<file path="src/rtl/sipo_deframer.sv">
// Serial-to-parallel deframer: aligns LSB-first words on frame_start and hands them out through a one-deep valid/ready buffer.
// Optional even-parity bit after each word when SIPO_DEFRAMER_PARITY_EN is defined.
module sipo_deframer #(
    parameter int WIDTH = 12
) (
    input  logic             clk,
    input  logic             rst_n,
    input  logic             serial_in,
    input  logic             bit_valid,
    input  logic             frame_start,
    output logic [WIDTH-1:0] data_out,
    output logic             data_valid,
    input  logic             data_ready,
    output logic             overrun,
    input  logic             overrun_clr,
    output logic             busy,
    output logic             parity_err
);

    localparam int CW = $clog2(WIDTH + 1);

`ifdef SIPO_DEFRAMER_PARITY_EN
    typedef enum logic [1:0] {IDLE, RECV, PARITY} state_t;
`else
    typedef enum logic [1:0] {IDLE, RECV} state_t;
`endif

    state_t           r_state;
    state_t           w_state_next;
    logic [CW-1:0]    r_cnt;
    logic [CW-1:0]    w_cnt_next;
    logic [WIDTH-1:0] r_shift;
    logic [WIDTH-1:0] w_shift_next;
    logic [WIDTH-1:0] w_sampled;
    logic [WIDTH-1:0] w_word;
    logic             w_complete;
    logic [WIDTH-1:0] r_data;
    logic             r_valid;
    logic             r_overrun;
`ifdef SIPO_DEFRAMER_PARITY_EN
    logic             w_perr;
    logic             r_perr;
`endif

    // New bits enter at the top so the first bit ends up in bit 0.
    assign w_sampled = {serial_in, r_shift[WIDTH-1:1]};

    always_ff @(posedge clk or negedge rst_n) begin
        if (!rst_n) begin
            r_state <= IDLE;
            r_cnt   <= '0;
            r_shift <= '0;
        end else begin
            r_state <= w_state_next;
            r_cnt   <= w_cnt_next;
            r_shift <= w_shift_next;
        end
    end

    always_comb begin
        w_state_next = r_state;
        w_cnt_next   = r_cnt;
        w_shift_next = r_shift;
        w_word       = w_sampled;
        w_complete   = 1'b0;
`ifdef SIPO_DEFRAMER_PARITY_EN
        w_perr       = 1'b0;
`endif
        if (bit_valid) begin
            if (frame_start) begin
                // Marker always restarts alignment, silently discarding any partial word.
                w_state_next = RECV;
                w_cnt_next   = CW'(1);
                w_shift_next = w_sampled;
            end else begin
                case (r_state)
                    RECV: begin
                        w_shift_next = w_sampled;
                        if (r_cnt == CW'(WIDTH - 1)) begin
`ifdef SIPO_DEFRAMER_PARITY_EN
                            w_state_next = PARITY;
                            w_cnt_next   = CW'(WIDTH);
`else
                            w_state_next = IDLE;
                            w_cnt_next   = '0;
                            w_complete   = 1'b1;
`endif
                        end else begin
                            w_cnt_next = r_cnt + CW'(1);
                        end
                    end
`ifdef SIPO_DEFRAMER_PARITY_EN
                    PARITY: begin
                        w_state_next = IDLE;
                        w_cnt_next   = '0;
                        w_complete   = 1'b1;
                        w_word       = r_shift;
                        w_perr       = (^r_shift) ^ serial_in;
                    end
`endif
                    default: ;
                endcase
            end
        end
    end

    always_ff @(posedge clk or negedge rst_n) begin
        if (!rst_n) begin
            r_data    <= '0;
            r_valid   <= 1'b0;
            r_overrun <= 1'b0;
`ifdef SIPO_DEFRAMER_PARITY_EN
            r_perr    <= 1'b0;
`endif
        end else begin
            if (w_complete && (!r_valid || data_ready)) begin
                r_data  <= w_word;
                r_valid <= 1'b1;
`ifdef SIPO_DEFRAMER_PARITY_EN
                r_perr  <= w_perr;
`endif
            end else if (r_valid && data_ready) begin
                r_valid <= 1'b0;
            end
            // A drop in the same cycle as a clear request wins.
            if (w_complete && r_valid && !data_ready) begin
                r_overrun <= 1'b1;
            end else if (overrun_clr) begin
                r_overrun <= 1'b0;
            end
        end
    end

    assign data_out   = r_data;
    assign data_valid = r_valid;
    assign overrun    = r_overrun;
    assign busy       = (r_state != IDLE);
`ifdef SIPO_DEFRAMER_PARITY_EN
    assign parity_err = r_perr;
`else
    assign parity_err = 1'b0;
`endif

endmodule
</file>
<file path="config.mk">
export PLATFORM = sky130hd
export DESIGN_NAME = sipo_deframer
export DESIGN_NICKNAME = d
export VERILOG_FILES = /design/src/rtl/sipo_deframer.sv
export SDC_FILE = /design/constraint.sdc
export NUM_CORES = 1
export LEC_CHECK = 0
export ABC_AREA = 1
export ABC_CLOCK_PERIOD_IN_PS = 1800
export BUFFER_PORTS_ARGS = -buffer_cell sky130_fd_sc_hd__buf_2
export CORE_ASPECT_RATIO = 1.5
export CORE_MARGIN = 2
export CORE_UTILIZATION = 58
export DETAILED_ROUTE_END_ITERATION = 10
export PLACE_DENSITY = 0.9
export SLEW_MARGIN = 0
export SYNTH_ARGS = -nofsm -noshare
export SYNTH_HDL_FRONTEND = slang
export SYNTH_SLANG_ARGS = --single-unit
</file>
<file path="constraint.sdc">
create_clock -name clk -period 1.8 [get_ports clk]
set_input_delay 0.27 -clock clk [delete_from_list [all_inputs] [get_ports clk]]
set_output_delay 0.27 -clock clk [all_outputs]
set_load 0.05 [all_outputs]
</file>
; Yosys cells after proc, flatten, opt, wreduce, memory -nomap -nowiden
; Cells that the tools add are included.
[totals]
output_inout_bits = 16
in_bits = 7
reg_bits = 32
elab_cells = 39
[classes]
mux = 16
n_addsub = 1
eq_ne = 2
reduce_logical = 14
[op_table]
columns = operator, n
row1 = 12-bit two-way mux, 2
row2 = 4-bit two-way mux, 3
row3 = 2-bit nonzero test, 5
row4 = 1-bit two-way mux, 8
row5 = 2-bit two-way mux, 3
row6 = 4-bit by 1-bit adder with 4-bit output (second input constant), 1
row7 = 4-bit equality test (second input constant), 1
row8 = 1-bit logical AND, 4
row9 = 3-bit AND reduction, 1
row10 = 2-bit by 1-bit equality test with 1-bit output (second input constant), 1
row11 = 1-bit zero test, 2
row12 = 2-bit AND reduction, 1
row13 = 1-bit logical OR, 1

; Longest topological paths before layout
; Gate-level depths: netlist of run 1.
[logic_depth]
word_depth = 8
ltp_mapped = 7
mapped_depth_nobuf = 6

; Worst setup path after synthesis of run 1
; Ideal clock, no wire load.
[synth_timing]
path_kind = reg2reg
from = register r_state[0]
to = register r_data[10] (netlist: data_out[10])
required_time_ns = 1.681
setup_ns = 0.119
slack_ns = 0.366
arrival_time_ns = 1.314
n_path_buf = 1
period_less_slack_ns = 1.434
path_stages_with_launch = 7
path_cell_list = dfrtp_1 nand3_2 inv_2 nand3_4 buf_6 nand2_1 nand2_1
[synth_via]
elab_chain_len = 5
[synth_rtl]
columns = item, line_no
row1 = "start, declared", 28  ; state_t r_state;
row2 = "start signal, assigned", 54  ; r_state <= w_state_next;
row3 = 2-bit by 1-bit equality test with 1-bit output, 76  ; case (r_state)
row4 = 1-bit two-way mux, 76
row5 = 1-bit two-way mux, 70  ; if (frame_start) begin
row6 = 1-bit two-way mux, 69  ; if (bit_valid) begin
row7 = 1-bit logical AND, 116  ; if (w_complete && (!r_valid || data_ready)) begin
row8 = "end signal, assigned", 117  ; r_data <= w_word;
row9 = "end, declared", 37  ; logic [WIDTH-1:0] r_data;
; Every way passes these cells.
; A chain may end at the register's enable or synchronous reset.

; Worst setup path in the final report of run 1
[layout_timing]
from = register r_cnt[0]
to = register r_data[4] (netlist: data_out[4])
[layout_via]
elab_chain_len = 6
[layout_rtl]
columns = item, line_no
row1 = "start, declared", 30  ; logic [CW-1:0] r_cnt;
row2 = "start signal, assigned", 55  ; r_cnt <= w_cnt_next;
row3 = 4-bit equality test, 79  ; if (r_cnt == CW'(WIDTH - 1)) begin
row4 = 1-bit two-way mux, 79
row5 = 1-bit two-way mux, 76
row6 = 1-bit two-way mux, 70
row7 = 1-bit two-way mux, 69
row8 = 1-bit logical AND, 116
; Every way passes these cells.

==> impl_metrics.py, run 1 <==
metrics = {
    "placement": {
        "place_hpwl_mm": 1.69,
        "place_ws_ps": 458,
        "routabilityCongestion": 0.807,
        "placed_cells": 184,
        "post_dp_cell_area_sq_um": 1400,
        "io_buffers": 21,
    },
    "logic_synthesis": {
        "synth_seq_area_share_pct": 57.1,
        "synth_xor_xnor_area_share_pct": 0,
        "synthMuxAreaShare_pct": 0,
        "synth_top_family_by_area": "simple AND/OR/NAND/NOR gates",
        "yosys.area_share.simple_pct": 28.0,
        "synth_nets": 154,
        "syn_area_sq_um": 1310,
        "syn-instance-count": 146,
        "synthAdderAreaFrac_pct": 0.952,
        "synth_compound_area_share_pct": 6.00,
        "yosys.cell_types.count": 21,
        "syn_area_per_cell_sq_um": 9.00,
        "ys.warnings.count": 0,
        "synth_seq_cells": 30,
    },
    "global_routing": {
        "grt_overflow": 0,
        "grt_pass1_wl_mm": 4.06,
        "track_usage_pct": 20.7,
        "grt_antenna_before_repair": 0,
        "grt_pass1_vias": 931,
        "grt_max_degree": 31,
    },
    "pwr": {
        "power_mw": 1.43,
        "p_leak_nw": 0.807,
        "ir_worst_vdd_v": 0.000534,
        "powerDensity_nw_per_um2": 973,
    },
    "clock_network": {
        "cts_tree": "done",
        "cts.sinks": 30,
        "cts_buffers": 5,
        "post_cts_buffers": 0,
        "htreeDepth": 2,
        "cts-root-buf": "clkbuf_4",
        "path_clk_slew_ps": 100,
        "cts-resized-gates": 0,
        "clockBufferDepth": 2,
        "insertion_delay_ps": 340,
    },
    "timing": {
        "setup_violations": 0,
        "slew_headroom_pct": 57.2,
        "grt_setup_unrepaired": "false",
        "skew_ps": 8.79,
        "fin_hold_ws_ps": 116,
        "period_share_pct": 75.7,
        "fin_setup_tns_ps": 0,
        "final-max-slew-violation-count": 0,
        "period_needed_ps": 1360,
        "hold_violations": 0,
        "setup_ws_ps": 437,
        "fmax_mhz": 734,
        "worstMarginPinSlew_ps": 642,
    },
    "routing": {
        "ant_nets": 0,
        "drtPass1Iterations": 4,
        "drt-vias-per-instance": 5.20,
        "drt-total-wl_mm": 2.35,
        "drtIter0Drc": 38,
        "post-route-drc-count": 0,
        "via_count": 1004,
        "post_drt_wl_per_cell_um": 12.2,
    },
    "critical_path": {
        "cp_data_required_time_ps": 2080,
        "r2r-end": "data_out[4]",
        "critPathLaunch": "r_cnt[0]",
        "crit_type": "reg2reg",
        "worstSetupEndpointType": "flip-flop",
        "endpoint": "data_out[4]",
        "crit_arrival_ps": 1640,
        "setup.worst_path.start_class": "flip-flop",
        "crit_path_max_fanout": 12,
        "rrSetupSlack_ps": 440,
        "regToRegStartpoint": "r_cnt[0]",
        "worst-r2r-cell-count": 5,
    },
    "run_status": {
        "status": "completed",
    },
    "final_layout": {
        "diodes": 0,
        "final_common_cell": "nand2_1",
        "area_delta_synth_final_pct": 12.2,
        "layout_common_cells": "nand2_1, dfrtp_1, buf_2",
        "drive_above_1_share_pct": 22.9,
        "final_cell_area_sq_um": 1470,
        "instances_no_fill": 193,
        "final_core_util_pct": 67.6,
        "nNetsFinal": 177,
    },
    "die": {
        "rows": 21,
        "die_w_um": 42.9,
        "fp.dieH_um": 62.3,
        "start_util_pct": 60.2,
        "dieArea_sq_um": 2670,
        "io_pins": 23,
        "coreArea_sq_um": 2180,
    },
    "run": {
        "maxCapViolations": 0,
    },
    "worst_hold_path": {
        "min_path_type": "in2reg",
    },
}
-- synth_stat cells, drive strengths merged --
master	count	area (sq um)
nand2	53	199
dfrtp	30	751
nand3	16	103
o21ai	15	78.8
inv	14	52.6
buf	6	47.5
nor2	6	40.0
nand4	2	12.5
conb	1	3.75
ha	1	12.5
nand3b	1	7.51
or2	1	6.26
-- cell type report --
cell class              count  area, sq um
flip-flops and latches     30          751
fillers                   171          707
multi-input cells          96          463
repair buffers             22          115
inverters                  14         52.6
clock buffers               6         51.3
well taps                  23         28.8
clock inverters             2         12.5
-- worst max-delay path, stage by stage (launching register included) --
cell and delay, ps:
dfrtp_1 410, ha_1 250, nand3_2 160, nor2_4 270, nand3_1 120, nand2_1 90
-- power by group --
part / total [mW] / switching, mW / internal, mW
clock network: 0.424 / 0.237 / 0.187
registers: 0.803 / 0.0597 / 0.744
logic: 0.206 / 0.143 / 0.0627
total: 1.43 / 0.440 / 0.994
-- cell families after synthesis --
| logic type | count (synthesis) |
|---|---|
| other | 1 |
| flip-flops | 30 |
| adder cells (fa/ha/maj) | 1 |
| AND/OR/NAND/NOR | 79 |
| AO/OA/AOI/OAI | 15 |
| buffers and inverters | 20 |
-- what timing repair did --
action,in CTS,in global routing
hold endpoints to repair,30,0
hold buffers,1,0
endpoints found under the setup margin,0,0
-- layer usage --
layer / GRT usage [%] / routed length (um)
met5: 0 / 0
met4: 11.3 / 62
met3: 8.14 / 142
met2: 33.0 / 1130
met1: 22.9 / 1020
-- state kept, by name (all words and copies together), names as in the netlist --
register,count
data_out,12
r_cnt,4
data_valid,1
r_state,1
r_shift,11
overrun,1
-- how the worst min path moves through the flow --
| stage | startpoint | to | slack (ps) | depth (start not counted) |
|---|---|---|---|---|
| 2_1_floorplan | rst_n | data_out[0] | -30 | 0 |
| 3_3_place_gp | rst_n | data_out[0] | 310 | 1 |
| 3_5_place_dp | rst_n | data_out[1] | 330 | 1 |
| 4_1_cts | overrun_clr | overrun | 110 | 2 |
| 5_1_grt | overrun_clr | overrun | 120 | 2 |
| 6_report | overrun_clr | overrun | 120 | 2 |
(Power assumes the default switching activity.)
==> run 2: changes to the inputs <==
Settings changed: ABC_CLOCK_PERIOD_IN_PS 1800 to 1400, CORE_UTILIZATION 58 to 54, PLACE_DENSITY 0.9 to 0.85.
Clock period 1.8 ns to 1.4 ns, I/O delays scaled along.
==> impl_metrics.py, run 2 (same netlist as run 1, synthesis figures left out) <==
metrics = {
    "critical_path": {
        "slowest_delay_ps": 430,
        "cp_data_required_time_ps": 1620,
        "slowest_stage": "dfrtp_1",
        "crit_cells": 6,
        "crit_buf_inv": 0,
        "crit_path_max_fanout": 6,
        "crit_chain": "ha_4 -> nand2_1 -> nor2_4 -> nand3_2 -> nand2_1 -> nand2_1",
        "setup.worst_path.start_class": "flip-flop",
        "worst-r2r-cell-count": 6,
        "cp_common_cell": "nand2_1",
        "crit_family": "simple AND/OR/NAND/NOR gates",
        "crit_type": "reg2reg",
        "worstSetupEndpointType": "flip-flop",
        "crit_arrival_ps": 1510,
    },
    "timing": {
        "skew_ps": 13.5,
        "period_share_pct": 92.5,
        "worstMarginPinSlew_ps": 632,
        "slew_headroom_pct": 57.9,
        "final-max-slew-violation-count": 0,
        "fin_hold_ws_ps": 49.0,
        "period_needed_ps": 1300,
        "setup_violations": 0,
        "fin_setup_tns_ps": 0,
        "hold_violations": 0,
        "fmax_mhz": 772,
        "grt_setup_unrepaired": "true",
        "setup_ws_ps": 105,
    },
    "run": {
        "maxCapViolations": 0,
    },
    "clock_network": {
        "cts_tree": "done",
        "htreeDepth": 2,
        "clockBufferDepth": 2,
        "cts_buffers": 5,
        "insertion_delay_ps": 330,
        "path_clk_slew_ps": 90,
        "cts.sinks": 30,
        "cts-root-buf": "clkbuf_4",
    },
    "global_routing": {
        "grt_pass1_vias": 1074,
        "grt_overflow": 0,
        "grt_max_degree": 31,
        "grt_pass1_wl_mm": 4.55,
        "track_usage_pct": 22.2,
        "grt_antenna_before_repair": 0,
    },
    "pwr": {
        "power_mw": 1.88,
        "p_leak_nw": 0.831,
        "powerDensity_nw_per_um2": 1230,
        "ir_worst_vdd_v": 0.000784,
    },
    "worst_hold_path": {
        "hold_depth": 2,
        "min_path_type": "in2reg",
    },
    "final_layout": {
        "area_delta_synth_final_pct": 16.6,
        "drive_above_1_share_pct": 26.1,
        "diodes": 0,
        "layout_common_cells": "nand2_1, dfrtp_1, buf_2",
        "instances_no_fill": 199,
        "nNetsFinal": 183,
        "final_cell_area_sq_um": 1530,
        "final_core_util_pct": 67.8,
        "regArea_sq_um": 752,
        "largest_reg_flops": 12,
        "multiInputGateArea_sq_um": 485,
        "n_fill_cell": 193,
        "final_common_cell": "nand2_1",
    },
    "routing": {
        "drt-total-wl_mm": 2.58,
        "post_drt_wl_per_cell_um": 13.0,
        "drtIter0Drc": 28,
        "drt-vias-per-instance": 5.28,
        "ant_nets": 0,
        "drtPass1Iterations": 4,
        "post-route-drc-count": 0,
        "via_count": 1051,
    },
    "die": {
        "start_util_pct": 58.1,
        "io_pins": 23,
        "coreArea_sq_um": 2260,
        "die_w_um": 44.3,
        "fp.dieH_um": 64.4,
        "rows": 21,
        "dieArea_sq_um": 2850,
    },
    "placement": {
        "routabilityCongestion": 0.809,
        "place_hpwl_mm": 1.74,
        "place_ws_ps": 45.1,
        "io_buffers": 21,
        "post_dp_cell_area_sq_um": 1420,
        "placed_cells": 186,
    },
    "run_status": {
        "status": "completed",
    },
}
-- run 2: cell types whose count changed in the layout (fill, tap and decap cells not counted), sizes merged --
cell,previous run,this run
clkinvlp,1,0
nand3,16,17
clkbuf,6,7
buf,21,26
-- run 2: routing by layer --
metal  track usage (%)  wire length [um]  vias up
met1              23.4               989      489
met3              6.69               132       13
met2              37.5              1350       35
li1                  -                 -      514
met5                 0                 0        -
met4              12.9               104        0
-- run 2: area by class of cell --
type                    instances  area share [%]
well taps                      23            1.88
inverters                      14            3.43
multi-input cells              97            31.7
clock buffers                   7            3.59
clock inverters                 1           0.327
flip-flops and latches         30            49.1
repair buffers                 27            9.97
-- run 2: report_power, final --
group | total [mW] | internal [mW] | switching (mW)
Clock | 0.534 | 0.243 | 0.291
Sequential | 1.03 | 0.956 | 0.0774
Combinational | 0.311 | 0.111 | 0.200
Total | 1.88 | 1.31 | 0.568
-- run 2: worst paths after layout --
| check | slack (ps) | start | endpoint |
|---|---|---|---|
| min in group asynchronous | 420 | rst_n | data_out[0] |
| min | 50 | overrun_clr | overrun |
| max in group asynchronous | 530 | rst_n | r_state[0] |
| max | 100 | r_cnt[0] | data_out[8] |
| min reg2reg | 470 | data_out[0] | data_out[0] |
| max reg2reg | 100 | r_cnt[0] | data_out[8] |
-- run 2: repair_timing --
action | in CTS | in global routing
gates resized for setup | 0 | 2
buffers inserted | 0 | 3
endpoints found under the hold margin | 30 | 0
hold buffers | 1 | 0
setup endpoints to repair | 0 | 12
-- run 2: worst reg2reg max path, stage by stage (launching register included) --
cell	delay, ps
dfrtp_1	430
ha_4	180
nand2_1	80
nor2_4	180
nand3_2	170
nand2_1	100
nand2_1	50
==> run 3: changes to the inputs <==
Settings changed: CELL_PAD_IN_SITES_DETAIL_PLACEMENT set to 0, CELL_PAD_IN_SITES_GLOBAL_PLACEMENT set to 1, CORE_UTILIZATION 54 to 40, PLACE_DENSITY 0.85 to 0.84.
==> impl_metrics.py, run 3 (same netlist as run 1, synthesis figures left out) <==
metrics = {
    "placement": {
        "post_dp_cell_area_sq_um": 1460,
        "place_ws_ps": 78.1,
        "io_buffers": 21,
        "placed_cells": 206,
        "place_hpwl_mm": 1.82,
        "routabilityCongestion": 0.762,
    },
    "global_routing": {
        "grt_pass1_wl_mm": 4.30,
        "grt_antenna_before_repair": 0,
        "track_usage_pct": 16.0,
        "grt_pass1_vias": 964,
        "grt_max_degree": 16,
        "grt_overflow": 0,
    },
    "critical_path": {
        "setup.worst_path.start_class": "flip-flop",
        "crit_arrival_ps": 1440,
        "crit_type": "reg2reg",
        "slowest_stage": "dfrtp_1",
        "crit_path_max_fanout": 13,
        "crit_buf_inv": 0,
        "worstSetupEndpointType": "flip-flop",
        "slowest_delay_ps": 440,
        "cp_data_required_time_ps": 1580,
        "rrSetupSlack_ps": 140,
        "cp_common_cell": "nand2_1",
        "crit_chain": "ha_4 -> nand2_1 -> nor2_4 -> nand3_4 -> nand2_1 -> nand2_1",
        "crit_family": "simple AND/OR/NAND/NOR gates",
    },
    "routing": {
        "wl_met2_mm": 1.28,
        "wl_met1_mm": 1.03,
        "dr_wl_met3_um": 105,
        "drt-total-wl_mm": 2.48,
        "post-route-drc-count": 0,
        "drtPass1Iterations": 4,
        "drt-vias-per-instance": 4.69,
        "post_drt_wl_per_cell_um": 11.5,
        "ant_nets": 0,
        "via_count": 1008,
        "drtIter0Drc": 33,
        "top_layer": "met4",
    },
    "timing": {
        "slew_headroom_pct": 64.4,
        "final-max-slew-violation-count": 0,
        "worstMarginPinSlew_ps": 533,
        "hold_violations": 0,
        "fin_setup_tns_ps": 0,
        "grt_setup_unrepaired": "false",
        "fmax_mhz": 792,
        "skew_ps": 5.06,
        "setup_violations": 0,
        "period_needed_ps": 1260,
        "period_share_pct": 90.2,
        "fin_hold_ws_ps": 128,
        "setup_ws_ps": 138,
    },
    "die": {
        "io_pins": 23,
        "coreArea_sq_um": 3160,
        "dieArea_sq_um": 3770,
        "rows": 25,
        "start_util_pct": 41.6,
        "die_w_um": 50.8,
        "fp.dieH_um": 74.2,
    },
    "pwr": {
        "p_leak_nw": 0.867,
        "power_mw": 2.40,
        "ir_worst_vdd_v": 0.00124,
        "powerDensity_nw_per_um2": 1480,
    },
    "clock_network": {
        "cts_tree": "done",
        "post_cts_buffers": 0,
        "insertion_delay_ps": 280,
        "cts-root-buf": "clkbuf_8",
        "cts_buffers": 5,
        "path_clk_slew_ps": 60,
        "cts.sinks": 30,
        "htreeDepth": 2,
        "clockBufferDepth": 2,
    },
    "worst_hold_path": {
        "min_path_type": "in2reg",
    },
    "run": {
        "maxCapViolations": 0,
    },
    "final_layout": {
        "area_delta_synth_final_pct": 23.7,
        "final_common_cell": "nand2_1",
        "final_cell_area_sq_um": 1630,
        "nNetsFinal": 182,
        "drive_above_1_share_pct": 26.3,
        "final_core_util_pct": 51.4,
        "largest_reg_flops": 12,
        "diodes": 0,
        "instances_no_fill": 215,
        "layout_common_cells": "nand2_1, dfrtp_1, buf_2",
    },
    "run_status": {
        "status": "completed",
    },
}
-- run 3: area by class of cell --
type | count | area (sq um)
clock inverters | 2 | 60.1
inverters | 14 | 52.6
well taps | 40 | 50.0
clock buffers | 6 | 82.6
flip-flops and latches | 30 | 752
repair buffers | 27 | 153
multi-input cells | 96 | 475
fillers | 311 | 1530
-- run 3: routing by layer --
metal  global-route usage [%]  up-vias
met2                     26.2       19
met1                     17.9      467
met5                        0        -
met3                     5.42        6
li1                         -      516
met4                     9.61        0
-- run 3: worst paths after layout --
path / from / to / depth (start not counted)
min: overrun_clr / overrun / 2
min in group asynchronous: rst_n / r_cnt[3] / 2
min reg2reg: data_out[10] / data_out[10] / 2
max in group asynchronous: rst_n / data_out[9] / 3
max reg2reg: r_cnt[0] / data_out[3] / 6
max: r_cnt[0] / data_out[3] / 6
-- run 3: timing repair --
| item | in CTS | in global routing |
|---|---|---|
| hold endpoints to repair | 10 | 0 |
| gates resized for setup | 0 | 2 |
| hold buffers | 1 | 0 |
| endpoints found under the setup margin | 0 | 12 |
-- run 3: where the power goes --
part	switching [mW]	leakage, nW	total, mW	internal [mW]
combinational	0.182	0.398	0.279	0.0973
sequential	0.0818	0.397	1.04	0.958
clock	0.324	0.0714	1.08	0.759
total	0.588	0.867	2.40	1.81
